==> config.mk <==
export PLATFORM = sky130hd
export DESIGN_NAME = seq_alu
export DESIGN_NICKNAME = d
export VERILOG_FILES = /design/src/rtl/alu_pkg.sv /design/src/rtl/alu_comb.sv /design/src/rtl/seq_alu.sv
export SDC_FILE = /design/constraint.sdc
export NUM_CORES = 1
export LEC_CHECK = 0
export ABC_AREA = 0
export BUFFER_PORTS_ARGS = -buffer_cell sky130_fd_sc_hd__buf_2
export CAP_MARGIN = 15
export CORE_ASPECT_RATIO = 1.2
export CORE_MARGIN = 4
export CORE_UTILIZATION = 55
export CTS_BUF_LIST = sky130_fd_sc_hd__clkbuf_2
export CTS_CLUSTER_DIAMETER = 120
export DETAILED_ROUTE_END_ITERATION = 16
export GPL_ROUTABILITY_DRIVEN = 0
export GPL_TIMING_DRIVEN = 0
export PLACE_DENSITY_LB_ADDON = 0.05
export SYNTH_ARGS = -nofsm -noshare
export SYNTH_HDL_FRONTEND = slang
export SYNTH_HIERARCHICAL = 1
export SYNTH_SLANG_ARGS = --single-unit
==> constraint.sdc <==
create_clock -name clk -period 5.85 [get_ports clk]
set_input_delay 0.585 -clock clk [delete_from_list [all_inputs] [get_ports clk]]
set_output_delay 0.585 -clock clk [all_outputs]
set_load 0.02 [all_outputs]
==> src/rtl/alu_pkg.sv <==
// Shared ALU definitions: operation codes (also used by the ALU decode stage)
// and the sequencer state encoding.
package alu_pkg;

   typedef enum logic [3:0] {
      OP_AND = 4'b0000,
      OP_OR  = 4'b0001,
      OP_ADD = 4'b0010,
      OP_XOR = 4'b0011,
      OP_SUB = 4'b0100,
      OP_SLT = 4'b0101,
      OP_SLL = 4'b0110,
      OP_SRL = 4'b0111,
      OP_SRA = 4'b1000,
      OP_BEQ = 4'b1001,
      OP_BNE = 4'b1010,
      OP_BLT = 4'b1011,
      OP_BGE = 4'b1100,
      OP_JAL = 4'b1101
   } alu_op_t;

   typedef enum logic [1:0] {
      ST_IDLE  = 2'd0,
      ST_SHIFT = 2'd1,
      ST_DONE  = 2'd2
   } state_t;

   function automatic logic is_shift(input logic [3:0] op);
      return (op == OP_SLL) || (op == OP_SRL) || (op == OP_SRA);
   endfunction

endpackage

==> src/rtl/alu_comb.sv <==
// Single-cycle ALU datapath. Shift codes pass SrcA through unchanged: this is
// the zero-shift result; nonzero shifts are iterated by the sequencer.
module alu_comb
   import alu_pkg::*;
#(
   parameter int DATA_WIDTH = 32
) (
   input  logic [3:0]            op,
   input  logic [DATA_WIDTH-1:0] a,
   input  logic [DATA_WIDTH-1:0] b,
   output logic [DATA_WIDTH-1:0] result,
   output logic                  taken
);

   localparam logic [DATA_WIDTH-2:0] ZEROS = '0;

   logic lt_s;
   logic eq;

   assign lt_s = $signed(a) < $signed(b);
   assign eq   = (a == b);

   always_comb begin
      result = '0;
      taken  = 1'b0;
      case (op)
         OP_AND: result = a & b;
         OP_OR:  result = a | b;
         OP_ADD: result = a + b;
         OP_XOR: result = a ^ b;
         OP_SUB: result = a - b;
         OP_SLT: result = {ZEROS, lt_s};
         OP_SLL, OP_SRL, OP_SRA: result = a;
         OP_BEQ: begin
            taken  = eq;
            result = {ZEROS, eq};
         end
         OP_BNE: begin
            taken  = !eq;
            result = {ZEROS, !eq};
         end
         OP_BLT: begin
            taken  = lt_s;
            result = {ZEROS, lt_s};
         end
         OP_BGE: begin
            taken  = !lt_s;
            result = {ZEROS, !lt_s};
         end
         OP_JAL: taken = 1'b1;
         default: begin
            result = '0;
            taken  = 1'b0;
         end
      endcase
   end

endmodule

==> src/rtl/seq_alu.sv <==
// Sequential ALU: single-cycle ops complete in one cycle, shifts iterate one
// bit per cycle. valid/ready: a transfer happens on a rising edge where both are 1.
module seq_alu
   import alu_pkg::*;
#(
   parameter int DATA_WIDTH = 32,
   parameter int SHAMT_W    = 5
) (
   input  logic                  clk,
   input  logic                  reset,
   input  logic                  flush,
   input  logic                  in_valid,
   output logic                  in_ready,
   input  logic [3:0]            Operation,
   input  logic [DATA_WIDTH-1:0] SrcA,
   input  logic [DATA_WIDTH-1:0] SrcB,
   output logic                  out_valid,
   input  logic                  out_ready,
   output logic [DATA_WIDTH-1:0] ALUResult,
   output logic                  Taken,
   output state_t                state
);

   localparam logic [SHAMT_W-1:0] CNT_ONE = {{(SHAMT_W-1){1'b0}}, 1'b1};

   logic [DATA_WIDTH-1:0] comb_result;
   logic                  comb_taken;
   logic [DATA_WIDTH-1:0] work;
   logic [DATA_WIDTH-1:0] shifted;
   logic [SHAMT_W-1:0]    cnt;
   logic [SHAMT_W-1:0]    shamt;
   logic [3:0]            op_q;
   logic                  start_shift;

   alu_comb #(
      .DATA_WIDTH(DATA_WIDTH)
   ) u_alu_comb (
      .op     (Operation),
      .a      (SrcA),
      .b      (SrcB),
      .result (comb_result),
      .taken  (comb_taken)
   );

   // Upper SrcB bits are deliberately ignored for the shift amount.
   assign shamt       = SrcB[SHAMT_W-1:0];
   assign start_shift = is_shift(Operation) && (shamt != '0);

   always_comb begin
      shifted = work;
      case (op_q)
         OP_SLL:  shifted = {work[DATA_WIDTH-2:0], 1'b0};
         OP_SRL:  shifted = {1'b0, work[DATA_WIDTH-1:1]};
         OP_SRA:  shifted = {work[DATA_WIDTH-1], work[DATA_WIDTH-1:1]};
         default: shifted = work;
      endcase
   end

   always_ff @(posedge clk) begin
      if (!reset) begin
         state     <= ST_IDLE;
         cnt       <= '0;
         work      <= '0;
         op_q      <= '0;
         ALUResult <= '0;
         Taken     <= 1'b0;
         out_valid <= 1'b0;
         in_ready  <= 1'b1;
      end else if (flush) begin
         state     <= ST_IDLE;
         cnt       <= '0;
         ALUResult <= '0;
         Taken     <= 1'b0;
         out_valid <= 1'b0;
         in_ready  <= 1'b1;
      end else begin
         case (state)
            ST_IDLE: begin
               if (in_valid) begin
                  in_ready <= 1'b0;
                  op_q     <= Operation;
                  if (start_shift) begin
                     state <= ST_SHIFT;
                     work  <= SrcA;
                     cnt   <= shamt;
                  end else begin
                     state     <= ST_DONE;
                     ALUResult <= comb_result;
                     Taken     <= comb_taken;
                     out_valid <= 1'b1;
                  end
               end
            end
            ST_SHIFT: begin
               work <= shifted;
               cnt  <= cnt - CNT_ONE;
               // The last shift step lands directly in the result register.
               if (cnt == CNT_ONE) begin
                  state     <= ST_DONE;
                  ALUResult <= shifted;
                  Taken     <= 1'b0;
                  out_valid <= 1'b1;
               end
            end
            ST_DONE: begin
               if (out_ready) begin
                  state     <= ST_IDLE;
                  out_valid <= 1'b0;
                  in_ready  <= 1'b1;
               end
            end
            default: begin
               state     <= ST_IDLE;
               out_valid <= 1'b0;
               in_ready  <= 1'b1;
            end
         endcase
      end
   end

   a_ready_idle: assert property (@(posedge clk) disable iff (!reset)
      in_ready == (state == ST_IDLE));

   a_valid_done: assert property (@(posedge clk) disable iff (!reset)
      out_valid == (state == ST_DONE));

   a_hold_stable: assert property (@(posedge clk) disable iff (!reset)
      (out_valid && !out_ready && !flush) |=>
         (out_valid && $stable(ALUResult) && $stable(Taken)));

endmodule
==> Word level (Yosys, flattened, before mapping) <==
Cells that the tools add are included.
{ "op_classes": {"reduce_logical": 19, "bitwise_logic": 6, "eq_ne": 25, "addsub": 3, "magnitude_cmp": 1, "muxes": 30} }
{ "ops": {"columns": ["op", "n"], "rows": [
  ["$pmux 32 s10", 1],
  ["$mux 32", 5],
  ["$pmux 32 s2", 2],
  ["$pmux 32 s3", 1],
  ["$add 32x32->32", 1],
  ["$and 32x32->32", 1],
  ["$eq 32x32->1", 1],
  ["$lt 32x32->1", 1],
  ["$or 32x32->32", 1],
  ["$sub 32x32->32", 1],
  ["$xor 32x32->32", 1],
  ["$eq 4x4->1 const B", 7],
  ["$eq 4x3->1 const B", 6],
  ["$reduce_and 3->1", 4],
  ["$reduce_and 4->1", 3],
  ["$mux 5", 2],
  ["$ne 2x2->1 const B", 5],
  ["$pmux 5 s2", 1],
  ["$mux 1", 9],
  ["$eq 4x2->1 const B", 2],
  ["$mux 2", 4],
  ["$pmux 1 s3", 2],
  ["$pmux 2 s3", 1],
  ["$eq 5x1->1 const B", 1],
  ["other kinds (16)", 21]
]} }
{ "totals": {"elab_cells": 92, "input_bits": 73, "register_bits": 78} }

==> Logic depth before layout (Yosys ltp) <==
Gate-level depths: netlist (run 1).
{ "depth": {"depth_word": 7, "depth_mapped": 15, "mapped_depth_nobuf": 14} }

==> Hierarchy <==
The synthesis (run 1) kept the hierarchy.
{ "modules_own_cells": {"columns": ["mod", "seq_area_each_um2", "instances", "area_per_inst_um2", "cells_per_inst"], "rows": [
  ["alu_comb", 0.0, 1, 5245.0, 802],
  ["seq_alu", 1561.5, 1, 3971.3, 425]
]} }

==> Worst setup path after synthesis (run 1) <==
No wires, ideal clock.
{ "synth_path": {"kind": "input-to-reg", "startpoint": "input port SrcA[1]", "endpoint": "register ALUResult[29]", "slack_ns": 2.425, "setup_time_ns": 0.117, "stages": 13, "t_arrival_ns": 3.308, "n_path_buf": 0, "required_ns": 5.733, "path_cell_list": "inv_1 -> ha_1 -> a211oi_1 -> o211ai_2 -> a41o_1 -> a41oi_4 -> o31ai_4 -> a31oi_1 -> o211ai_1 -> or2b_1 -> a32o_1 -> nand2b_1 -> a32o_1"} }
{ "synth_between": {"elab_chain_len": 5} }
{ "synth_lines": {"columns": ["element", "line_no", "text"], "rows": [
  ["from (decl)", "seq_alu.sv:15", "input logic [DATA_WIDTH-1:0] SrcA,"],
  ["$sub 32x32->32 or $add 32x32->32 (tied branches)", "alu_comb.sv:31, alu_comb.sv:29", null],
  ["$pmux 32 s10 (*)", "alu_comb.sv:26", "case (op)"],
  ["via comb_result[29]", "seq_alu.sv:26", "logic [DATA_WIDTH-1:0] comb_result;"],
  ["$mux 32 (*)", "seq_alu.sv:82", "if (start_shift) begin"],
  ["$mux 32 (*)", "seq_alu.sv:79", "if (in_valid) begin"],
  ["$pmux 32 s2 (*)", "seq_alu.sv:77", "case (state)"],
  ["to (signal assigned)", "seq_alu.sv:88", "ALUResult <= comb_result;"],
  ["to (signal assigned)", "seq_alu.sv:100", "ALUResult <= shifted;"],
  ["to (decl)", "seq_alu.sv:19", "output logic [DATA_WIDTH-1:0] ALUResult,"]
]} }
Mark *: on every way through the listed nets, which the timed path passes. The rest lies on a longest branch. The select of a mux whose other input is x is not followed.
A chain may end at the register's enable or synchronous reset.

==> Worst setup path after layout (run 1) <==
{ "layout_path": {"startpoint": "input port Operation[1]", "endpoint": "register ALUResult[6]"} }
{ "layout_between": {"elab_chain_len": 6} }
{ "layout_lines": {"columns": ["element", "line_no", "text"], "rows": [
  ["from (decl)", "seq_alu.sv:14", "input logic [3:0] Operation,"],
  ["$eq 4x3->1 or $eq 4x4->1 (tied branches)", "alu_comb.sv:26", null],
  ["$reduce_or 3->1 or $reduce_or 2->1 (tied branches)", null, null],
  ["$pmux 32 s10 (*)", "alu_comb.sv:26", null],
  ["via comb_result[6]", "seq_alu.sv:26", null],
  ["$mux 32 (*)", "seq_alu.sv:82", null],
  ["$mux 32 (*)", "seq_alu.sv:79", null],
  ["$pmux 32 s2 (*)", "seq_alu.sv:77", null]
]} }
Marks and branches as above.

==> impl_metrics.csv, run 1 <==
group,metric,value,unit
run_status,status,"finished clean",
detailed_routing,viasPerCell,6.59,
detailed_routing,wl,33200,µm
placed_design,dp_hpwl,26200,µm
worst_setup_path,path_class,"in -> reg",
yosys,ys_ff_latch,78,
grt,use_met3,5.21,%
cts,cts_setup_buffers,0,
yosys,syn-num-nets,1404,
grt,antenna_found_initial,1,
final_layout,fin_nets,1525,
final_layout,drive_gt1_share,14.3,%
worst_setup_path,startpoint_type,"input port",
sta,worst_pin_slew,0.979,ns
cts,clk_latency,0.54,ns
floorplan,die-area,0.0189,mm²
detailed_routing,drt_pre_antenna_iters,5,
yosys,synthArstFlopShare,0,%
final_layout,mostFrequentLayoutCell,"buf_2",
cts,path_clk_slew,0.20,ns
cts,hold_buffers,0,
worst_setup_path,crit_required,6.29,ns
yosys,ys_warn_count,6,
worst_setup_path,path_cells,"buf_2, clkbuf_1, nand3b_1, clkbuf_1, clkbuf_1, nor2_1, a221oi_1, o21ai_0, a2111oi_0, nor3_1",
yosys,synth_cells,1227,
grt,grt_pass1_vias,9611,
pwr,power_frac_seq,36.3,%
yosys,avgSynthCellArea,7.51,µm²
pwr,comb_power_share,45.1,%
grt,met1_usage,43.2,%
cts,ctsResizeCount,0,
grt,grt_max_degree,13,
worst_setup_path,path_delay_family,"buffers and inverters",
sta,finalSetupViolations,0,
sta,slew_headroom,34.8,%
grt,use_met2,55.2,%
yosys,dominantRegCellSynth,"dfxtp_1",
detailed_routing,vias,10300,
flow_run,maxCapViolCount,0,
detailed_routing,drtIter0Drc,1127,
yosys,yosysTopAreaCell,"dfxtp_1",
final_layout,final_util,62.1,%
worst_setup_path,cp.arrival,4.21,ns
worst_setup_path,cp_num_buf_inv,4,
cts,root_buffer,"clkbuf_2",
sta,rsz0062_at_grt,"no",
floorplan,core-area,0.0163,mm²
cts,htreeDepth,3,
detailed_routing,wl_per_cell,21.2,µm
yosys,ys_top_cells_by_area,"dfxtp_1 (17%), ha_1 (14%), a32o_1 (6.8%)",
final_layout,syn_to_final_growth,10.0,%
floorplan,rows,51,
sta,maxSlewViolCount,0,
final_layout,layout_common_cells,"buf_2 (129), nand2_1 (125), ha_1 (102), inv_1 (94), nor2_1 (92)",
min_path,hold_class,"in -> reg",
sta,finalHoldViolCount,0,
yosys,ys_types,90,
yosys,synth_top_area_share,16.9,%
cts,numCtsBuffers,9,
grt,grt_pass1_wl,51200,µm
min_path,whs_path_depth,3,
worst_setup_path,reg2reg_depth,6,
yosys,synth_area,0.00922,mm²
cts,cts.path.max_buffers,2,
placed_design,pre_cts_ws,1.66,ns
pwr,clkPwrFrac,18.6,%
pwr,vdd_drop_max,0.000102,V
floorplan,ioPinCount,110,
pwr,p_sw_share,41.8,%
final_layout,num-fill-cells,1645,
cts,tritoncts,"built",
yosys,yosysSeqAreaShare,16.9,%
grt,grt_overflow,0,
worst_setup_path,cp.depth,10,
detailed_routing,remaining_drc_errors,0,
detailed_routing,drtAntennaViolNets,0,
sta,max_clock_freq,265,MHz
worst_setup_path,end_kind,"register",
cts,clock-sinks,78,
worst_setup_path,crit_slowest_cell,"clkbuf_1",
worst_setup_path,max_stage_delay,0.80,ns
sta,tns,0,ns
sta,fin_ws,2.07,ns
pwr,finalPower,1.55,mW
yosys,synth_edf_count,0,
worst_setup_path,worstPathMaxFanout,10,
pwr,power_per_cell_area,152,mW/mm²
sta,post-route-period-util,64.6,%
placed_design,io_buffer_count,109,
worst_setup_path,crit_top_cell,"clkbuf_1",
grt,top_usage_layer,"met2",
sta,min_period,3.78,ns
pwr,p_leak,4.54,nW
floorplan,die_x,126,µm
floorplan,start_util,56.4,%
pwr,p_sw,0.645,mW
floorplan,dieHeight,150,µm
pwr,p_int,0.900,mW
sta,fin_skew,0.0189,ns
grt,grt_usage,33.9,%
## worst reg2reg max path: cells and delay by family, from the launching register on
| kind | cells | cell delay (ns) |
|---|---|---|
| compound gates | 2 | 0.32 |
| buf+inv | 1 | 0.50 |
| flops | 1 | 0.47 |
| simple gates | 3 | 1.00 |
## cell type report
cell class                      count  area (µm²)  area share, %
Antenna cell                        1        2.50         0.0247
Buffer                             82         425           4.20
Clock buffer                       11        55.1          0.543
Clock inverter                      5        50.0          0.494
Inverter                           95         357           3.52
Multi-Input combinational cell    972        6870           67.8
Sequential cell                    78        1560           15.4
Tap cell                          212         265           2.62
Timing Repair Buffer              110         551           5.43
## per-layer routing
metal  vias to the layer above  share of wire, %
li1                       4770                 -
met4                         0               5.8
met2                       609                45
met3                       134               9.8
met5                         -                 0
met1                      4804                40
## metrics by stage
step | std cells | hold slack [ns] | area (µm²)
2_1_floorplan | 1227 | 0.451 | 9220
3_3_place_gp | 1548 | 0.441 | 10000
3_5_place_dp | 1549 | 0.450 | 10000
4_1_cts | 1565 | 0.268 | 10100
5_1_grt | 1566 | 0.280 | 10100
6_report | 1566 | 0.304 | 10100
## worst paths after layout
kind           startpoint           end  slack, ns
min reg2reg     out_valid     out_valid       0.48
max reg2reg       op_q[1]       work[8]       3.54
min             out_ready      state[1]       0.30
max          Operation[1]  ALUResult[6]       2.07
## cell families after synthesis
group           share of synthesized area, %
fa+ha+maj                               14.3
flops                                   16.9
buf+inv                                 8.48
compound gates                          35.9
simple gates                            22.0
xor+xnor                                1.05
mux                                     1.33
## synth_stat cells, types with 4 or more instances
| library cell | instances |
|---|---|
| nand2b_1 | 72 |
| nor2_1 | 92 |
| and3_1 | 7 |
| a211o_1 | 4 |
| o21bai_1 | 13 |
| nor2b_1 | 17 |
| nor3b_1 | 5 |
| a211oi_1 | 12 |
| o211ai_1 | 14 |
| a21oi_1 | 85 |
| o21ai_0 | 77 |
| clkbuf_1 | 48 |
| nor4_1 | 5 |
| buf_6 | 12 |
| o21ai_1 | 4 |
| o31a_1 | 4 |
| nor3_1 | 27 |
| a221o_1 | 7 |
| buf_2 | 19 |
| ha_1 | 102 |
| xnor2_1 | 8 |
| or2_2 | 4 |
| inv_1 | 94 |
| a21o_1 | 15 |
| o22ai_1 | 6 |
| o31ai_1 | 10 |
| o21a_1 | 7 |
| a22oi_1 | 8 |
| dfxtp_1 | 78 |
| nand4_1 | 4 |
| or3_1 | 10 |
| and2_1 | 5 |
| a221oi_1 | 58 |
| nand2_1 | 125 |
| a32o_1 | 63 |
| mux2i_1 | 10 |
| nand3_1 | 12 |
| nand3b_1 | 6 |
| a31oi_1 | 5 |
## sequential cells by signal, indices dropped and copies added, names as in the netlist
register / flops
cnt: 5
state: 2
op_q: 4
out_valid: 1
work: 32
Taken: 1
ALUResult: 32
in_ready: 1
## power groups by stage
stage                     combinational [mW]  sequential (mW)  clock [mW]
final                                  0.697            0.561       0.288
after global routing                   0.753            0.563       0.315
after CTS                              0.675            0.561       0.291
after detailed placement               0.672            0.572           0
after global placement                 0.663            0.571           0
after floorplan                        0.455            0.580           0
Note: power is estimated with default switching activity, not from simulation.
==> inputs of run 2 (changes only) <==
Clock period 5.85 ns to 3.31 ns, I/O delays scaled along.
==> run 2 against run 1 <==
  * Final cell count is 0.32% higher
  * Cell area is 1.3% higher
  * Combinational power is 82% higher
  * Total power is 79% higher
  * Largest cell class unchanged
==> impl_metrics.csv, run 2 (same netlist as run 1, synthesis figures left out) <==
group,metric,value,unit
cts,clock-sinks,78,
detailed_routing,viasPerCell,6.63,
grt,grt_pass1_vias,9615,
sta,holdWs,0.0607,ns
detailed_routing,remaining_drc_errors,0,
floorplan,dieHeight,150,µm
min_path,hold_path.startpoint,"out_ready",
sta,min_period,3.28,ns
detailed_routing,drtIter0Drc,1094,
sta,finalSetupViolations,0,
sta,max_clock_freq,305,MHz
worst_setup_path,max_stage_delay,0.38,ns
sta,maxSlewViolCount,0,
final_layout,multi_input_area,0.00697,mm²
worst_setup_path,path_class,"in -> reg",
detailed_routing,vias,10400,
final_layout,layout_common_cells,"buf_2 (129), nand2_1 (125), ha_1 (101), inv_1 (94), nor2_1 (92)",
worst_setup_path,end_kind,"register",
sta,fin_skew,0.0212,ns
min_path,hold_class,"in -> reg",
sta,finalHoldViolCount,0,
placed_design,dp_hpwl,26200,µm
floorplan,start_util,56.4,%
cts,root_buffer,"clkbuf_2",
worst_setup_path,startpoint_type,"input port",
grt,grt_pass1_wl,51200,µm
worst_setup_path,cp.arrival,3.75,ns
detailed_routing,wl,33400,µm
sta,worst_pin_slew,0.963,ns
floorplan,die-area,0.0189,mm²
pwr,finalPower,2.77,mW
worst_setup_path,crit_slowest_cell,"o31ai_4",
grt,grt_max_degree,13,
worst_setup_path,reg2reg_to,"work[8]",
final_layout,mostFrequentLayoutCell,"buf_2",
sta,post-route-period-util,99.0,%
final_layout,final_util,62.9,%
final_layout,seqCellArea,0.00156,mm²
min_path,hold_end,"state[1]",
final_layout,drive_gt1_share,15.7,%
pwr,vdd_drop_max,0.000180,V
placed_design,io_buffer_count,109,
final_layout,syn_to_final_growth,11.5,%
floorplan,die_x,126,µm
cts,clk_latency,0.54,ns
worst_setup_path,path_cells,"buf_2, inv_1, ha_1, buf_2, o211ai_1, o211ai_2, a41o_1, a41oi_4, o31ai_4, a31oi_1, o21ai_0, nand4bb_1, a32o_1, nand2b_1, a32o_1",
detailed_routing,drtAntennaViolNets,0,
worst_setup_path,worstPathMaxFanout,10,
cts,tritoncts,"built",
cts,numCtsBuffers,9,
worst_setup_path,reg2reg_depth,6,
final_layout,largestRegisters,"ALUResult (32), work (32), cnt (5)",
worst_setup_path,r2r_setup_slack,0.99,ns
grt,grt_usage,33.9,%
worst_setup_path,r2r_start,"op_q[1]",
grt,grt_overflow,0,
sta,slew_headroom,35.8,%
pwr,p_leak,4.60,nW
detailed_routing,wl_per_cell,21.3,µm
min_path,whs_path_depth,3,
worst_setup_path,crit_required,3.78,ns
final_layout,fin_nets,1530,
floorplan,core-area,0.0163,mm²
detailed_routing,drt_pre_antenna_iters,6,
cts,htreeDepth,3,
final_layout,num-fill-cells,1629,
cts,cts.path.max_buffers,2,
floorplan,rows,51,
floorplan,ioPinCount,110,
flow_run,maxCapViolCount,0,
grt,antenna_found_initial,1,
pwr,power_per_cell_area,269,mW/mm²
run_status,status,"finished clean",
cts,path_clk_slew,0.22,ns
==> run 2: routing by layer <==
| metal | up-vias | global-route usage (%) | share of wire, % |
|---|---|---|---|
| met5 | - | 0 | 0 |
| met4 | 0 | 18.0 | 5.8 |
| met3 | 134 | 5.21 | 9.7 |
| met2 | 623 | 55.4 | 45 |
| met1 | 4891 | 43.2 | 39 |
| li1 | 4774 | - | - |
==> run 2: timing repair <==
item                       in CTS  in global routing
resized for setup               1                 23
setup endpoints to repair       2                 15
hold buffers                    0                  0
pin swaps                       1                  3
buffers inserted                1                  4
==> run 2: stage by stage <==
stage          cells  setup slack [ns]  instance area, µm²  TNS (ns)
2_1_floorplan   1227             0.139                9220         0
3_3_place_gp    1548            -0.777               10000    -12.65
3_5_place_dp    1549            -0.628               10000     -9.95
4_1_cts         1566            0.0202               10100         0
5_1_grt         1571          -0.00183               10300  -0.00183
6_report        1571            0.0342               10300         0
==> run 2: worst max path at each step <==
stage / from / endpoint / depth (start not counted)
after floorplan: SrcA[1] / ALUResult[29] / 13
after global placement: Operation[1] / ALUResult[6] / 9
after detailed placement: SrcB[0] / ALUResult[24] / 15
after CTS: SrcB[0] / ALUResult[28] / 16
after global routing: SrcB[4] / ALUResult[29] / 15
final: SrcB[4] / ALUResult[29] / 15
==> run 2: report_power, final <==
part	switching (mW)	internal (mW)
combinational	0.805	0.465
clock	0.331	0.174
sequential	0.0227	0.969
==> run 2: worst max-delay path, delay by kind of cell <==
family,cells,cell delay [ns]
AND/OR/NAND/NOR,2,0.32
AO/OA/AOI/OAI,9,2.41
adder cells (fa/ha/maj),1,0.26
buffers and inverters,3,0.41
==> run 2: layout make-up <==
class | count | area share (%)
buffer | 82 | 4.15
tap | 212 | 2.58
antenna | 1 | 0.0244
clock inverter | 5 | 0.487
multi-input combinational | 972 | 67.8
timing repair buffer | 115 | 5.72
sequential | 78 | 15.2
clock buffer | 11 | 0.536
inverter | 95 | 3.47
==> inputs of run 3 (changes only) <==
Settings changed: CELL_PAD_IN_SITES_DETAIL_PLACEMENT set to 1, CELL_PAD_IN_SITES_GLOBAL_PLACEMENT set to 2, CORE_UTILIZATION 55 to 32.
==> run 3 against run 2 <==
  * Clock skew rose by 0.013 ns
  * Register-to-register slack got worse by 0.13 ns
  * Setup slack improved by 0.026 ns
  * Cell area rose by 3.2%
  * Non-clock buffer count fell by 1
  * Final cell count rose by 11%
  * Clock power rose by 7.9%
  * Sequential cell count did not move
  * Total power rose by 4.2%
  * Combinational power rose by 6%
  * Sequential share of layout area fell by 0.48 points
  * Critical endpoint is now ALUResult[23]
==> impl_metrics.csv, run 3 (same netlist as run 1, synthesis figures left out) <==
group,metric,value,unit
run_status,status,"finished clean",
final_layout,fin_area,0.0106,mm²
grt,grt_usage,25.6,%
final_layout,fin_nets,1529,
final_layout,final_util,37.7,%
worst_setup_path,path_cells,"buf_2, inv_1, ha_1, buf_2, o211ai_1, o211ai_2, a41o_2, a41oi_4, o31ai_4, buf_4, a21oi_1, a211oi_1, o21ai_0, nand2b_1, a32o_1",
min_path,hold_end,"op_q[1]",
worst_setup_path,r2r_setup_slack,0.86,ns
final_layout,seqCellArea,0.00156,mm²
sta,post-route-period-util,98.2,%
detailed_routing,drtIter0Drc,594,
sta,finalSetupViolations,0,
sta,fin_skew,0.0342,ns
pwr,vdd_drop_max,0.000120,V
grt,grt_max_degree,14,
pwr,p_int,1.62,mW
sta,worst_pin_slew,1.03,ns
detailed_routing,wl_per_cell,24.0,µm
pwr,p_leak,4.62,nW
floorplan,core-area,0.0282,mm²
placed_design,io_buffer_count,109,
worst_setup_path,reg2reg_depth,6,
grt,grt_pass1_vias,10300,
floorplan,dieHeight,194,µm
pwr,power_per_cell_area,272,mW/mm²
cts,numCtsBuffers,9,
floorplan,rows,67,
detailed_routing,drtAntennaViolNets,0,
pwr,p_sw_share,43.9,%
sta,max_clock_freq,308,MHz
grt,antenna_found_initial,1,
final_layout,multi_input_area,0.00706,mm²
worst_setup_path,crit_required,3.79,ns
grt,grt_pass1_wl,62800,µm
final_layout,layout_common_cells,"buf_2 (125), nand2_1 (125), ha_1 (99), inv_1 (94), nor2_1 (92)",
detailed_routing,remaining_drc_errors,0,
min_path,hold_class,"in -> reg",
final_layout,num-fill-cells,3602,
min_path,hold_path.startpoint,"Operation[1]",
worst_setup_path,startpoint_type,"input port",
pwr,p_sw,1.26,mW
cts,clk_latency,0.59,ns
sta,slew_headroom,31.4,%
cts,root_buffer,"clkbuf_2",
floorplan,die-area,0.0316,mm²
worst_setup_path,path_class,"in -> reg",
worst_setup_path,cp.arrival,3.73,ns
worst_setup_path,path_delay_family,"compound AO/OA/AOI/OAI gates",
worst_setup_path,max_stage_delay,0.44,ns
pwr,comb_power_share,46.7,%
final_layout,syn_to_final_growth,15.1,%
floorplan,ioPinCount,110,
min_path,whs_path_depth,3,
worst_setup_path,crit_top_cell,"buf_2",
detailed_routing,wl,41600,µm
worst_setup_path,end_kind,"register",
cts,tritoncts,"built",
worst_setup_path,reg2reg_to,"work[9]",
worst_setup_path,crit_slowest_cell,"o31ai_4",
pwr,power_frac_seq,34.4,%
sta,min_period,3.25,ns
sta,maxSlewViolCount,0,
sta,finalHoldViolCount,0,
final_layout,largestRegisters,"ALUResult (32), work (32), cnt (5)",
final_layout,drive_gt1_share,17.2,%
cts,path_clk_slew,0.24,ns
grt,grt_overflow,0,
placed_design,place_area,0.0102,mm²
floorplan,die_x,163,µm
detailed_routing,drt_pre_antenna_iters,5,
cts,clock-sinks,78,
flow_run,maxCapViolCount,0,
worst_setup_path,cp_num_buf_inv,4,
detailed_routing,viasPerCell,5.83,
placed_design,dp_hpwl,33200,µm
pwr,clkPwrFrac,18.9,%
worst_setup_path,worstPathMaxFanout,10,
cts,htreeDepth,3,
worst_setup_path,r2r_start,"op_q[1]",
floorplan,start_util,32.7,%
detailed_routing,vias,10100,
sta,rsz0062_at_grt,"yes",
cts,cts.path.max_buffers,2,
-- run 3: metrics by stage --
| step | cells | power, mW | hold WS [ns] | setup TNS, ns | setup slack (ns) |
|---|---|---|---|---|---|
| 3_5_place_dp | 1715 | 2.28 | 0.453 | -19.41 | -1.05 |
| 2_1_floorplan | 1227 | 1.83 | 0.451 | 0 | 0.139 |
| 3_3_place_gp | 1715 | 2.27 | 0.444 | -22.68 | -1.23 |
| 6_report | 1737 | 2.88 | 0.0859 | 0 | 0.0599 |
| 4_1_cts | 1736 | 2.84 | 0.0534 | 0 | 0.00680 |
| 5_1_grt | 1737 | 3.05 | 0.109 | -0.0504 | -0.0427 |
-- run 3: how the worst max path moves through the flow --
stage,end,slack (ns),cells after the start,start
2_1_floorplan,ALUResult[29],0.14,13,SrcA[1]
3_3_place_gp,ALUResult[6],-1.23,9,Operation[1]
3_5_place_dp,ALUResult[6],-1.05,10,Operation[1]
4_1_cts,ALUResult[24],0.007,16,SrcB[0]
5_1_grt,ALUResult[29],-0.04,15,SrcB[4]
6_report,ALUResult[23],0.06,15,SrcB[4]
-- run 3: cell type report --
class                      instances  area share (%)
clock inverter                     6           0.590
inverter                          95            3.36
tap                              379            4.47
clock buffer                      10           0.472
antenna                            1          0.0236
buffer                            80            4.06
sequential                        78            14.7
multi-input combinational        972            66.6
timing repair buffer             116            5.73
-- run 3: worst min-delay path: stages --
cell and delay, ns:
buf_2 0.14, mux2i_1 0.14, nor2b_1 0.06
-- run 3: power groups by stage --
stage	sequential [mW]	clock [mW]	combinational, mW
after global placement	1.01	0	1.26
final	0.993	0.545	1.35
after global routing	0.997	0.592	1.46
after CTS	0.993	0.560	1.29
after detailed placement	1.01	0	1.27
after floorplan	1.02	0	0.804
-- run 3: timing repair --
action | in CTS | in global routing
buffers inserted | 3 | 2
hold buffers | 2 | 0
pin swaps | 3 | 8
endpoints found under the hold margin | 2 | 0
gates resized for setup | 10 | 43
endpoints found under the setup margin | 13 | 16
-- run 3: per-layer routing --
metal  part of all wire [%]  up-vias  track usage, %
met5                      0        -               0
met4                    3.5        0            9.14
met3                    4.5       70            2.11
met2                     48      292            42.9
met1                     44     4993            34.3
li1                       -     4767               -
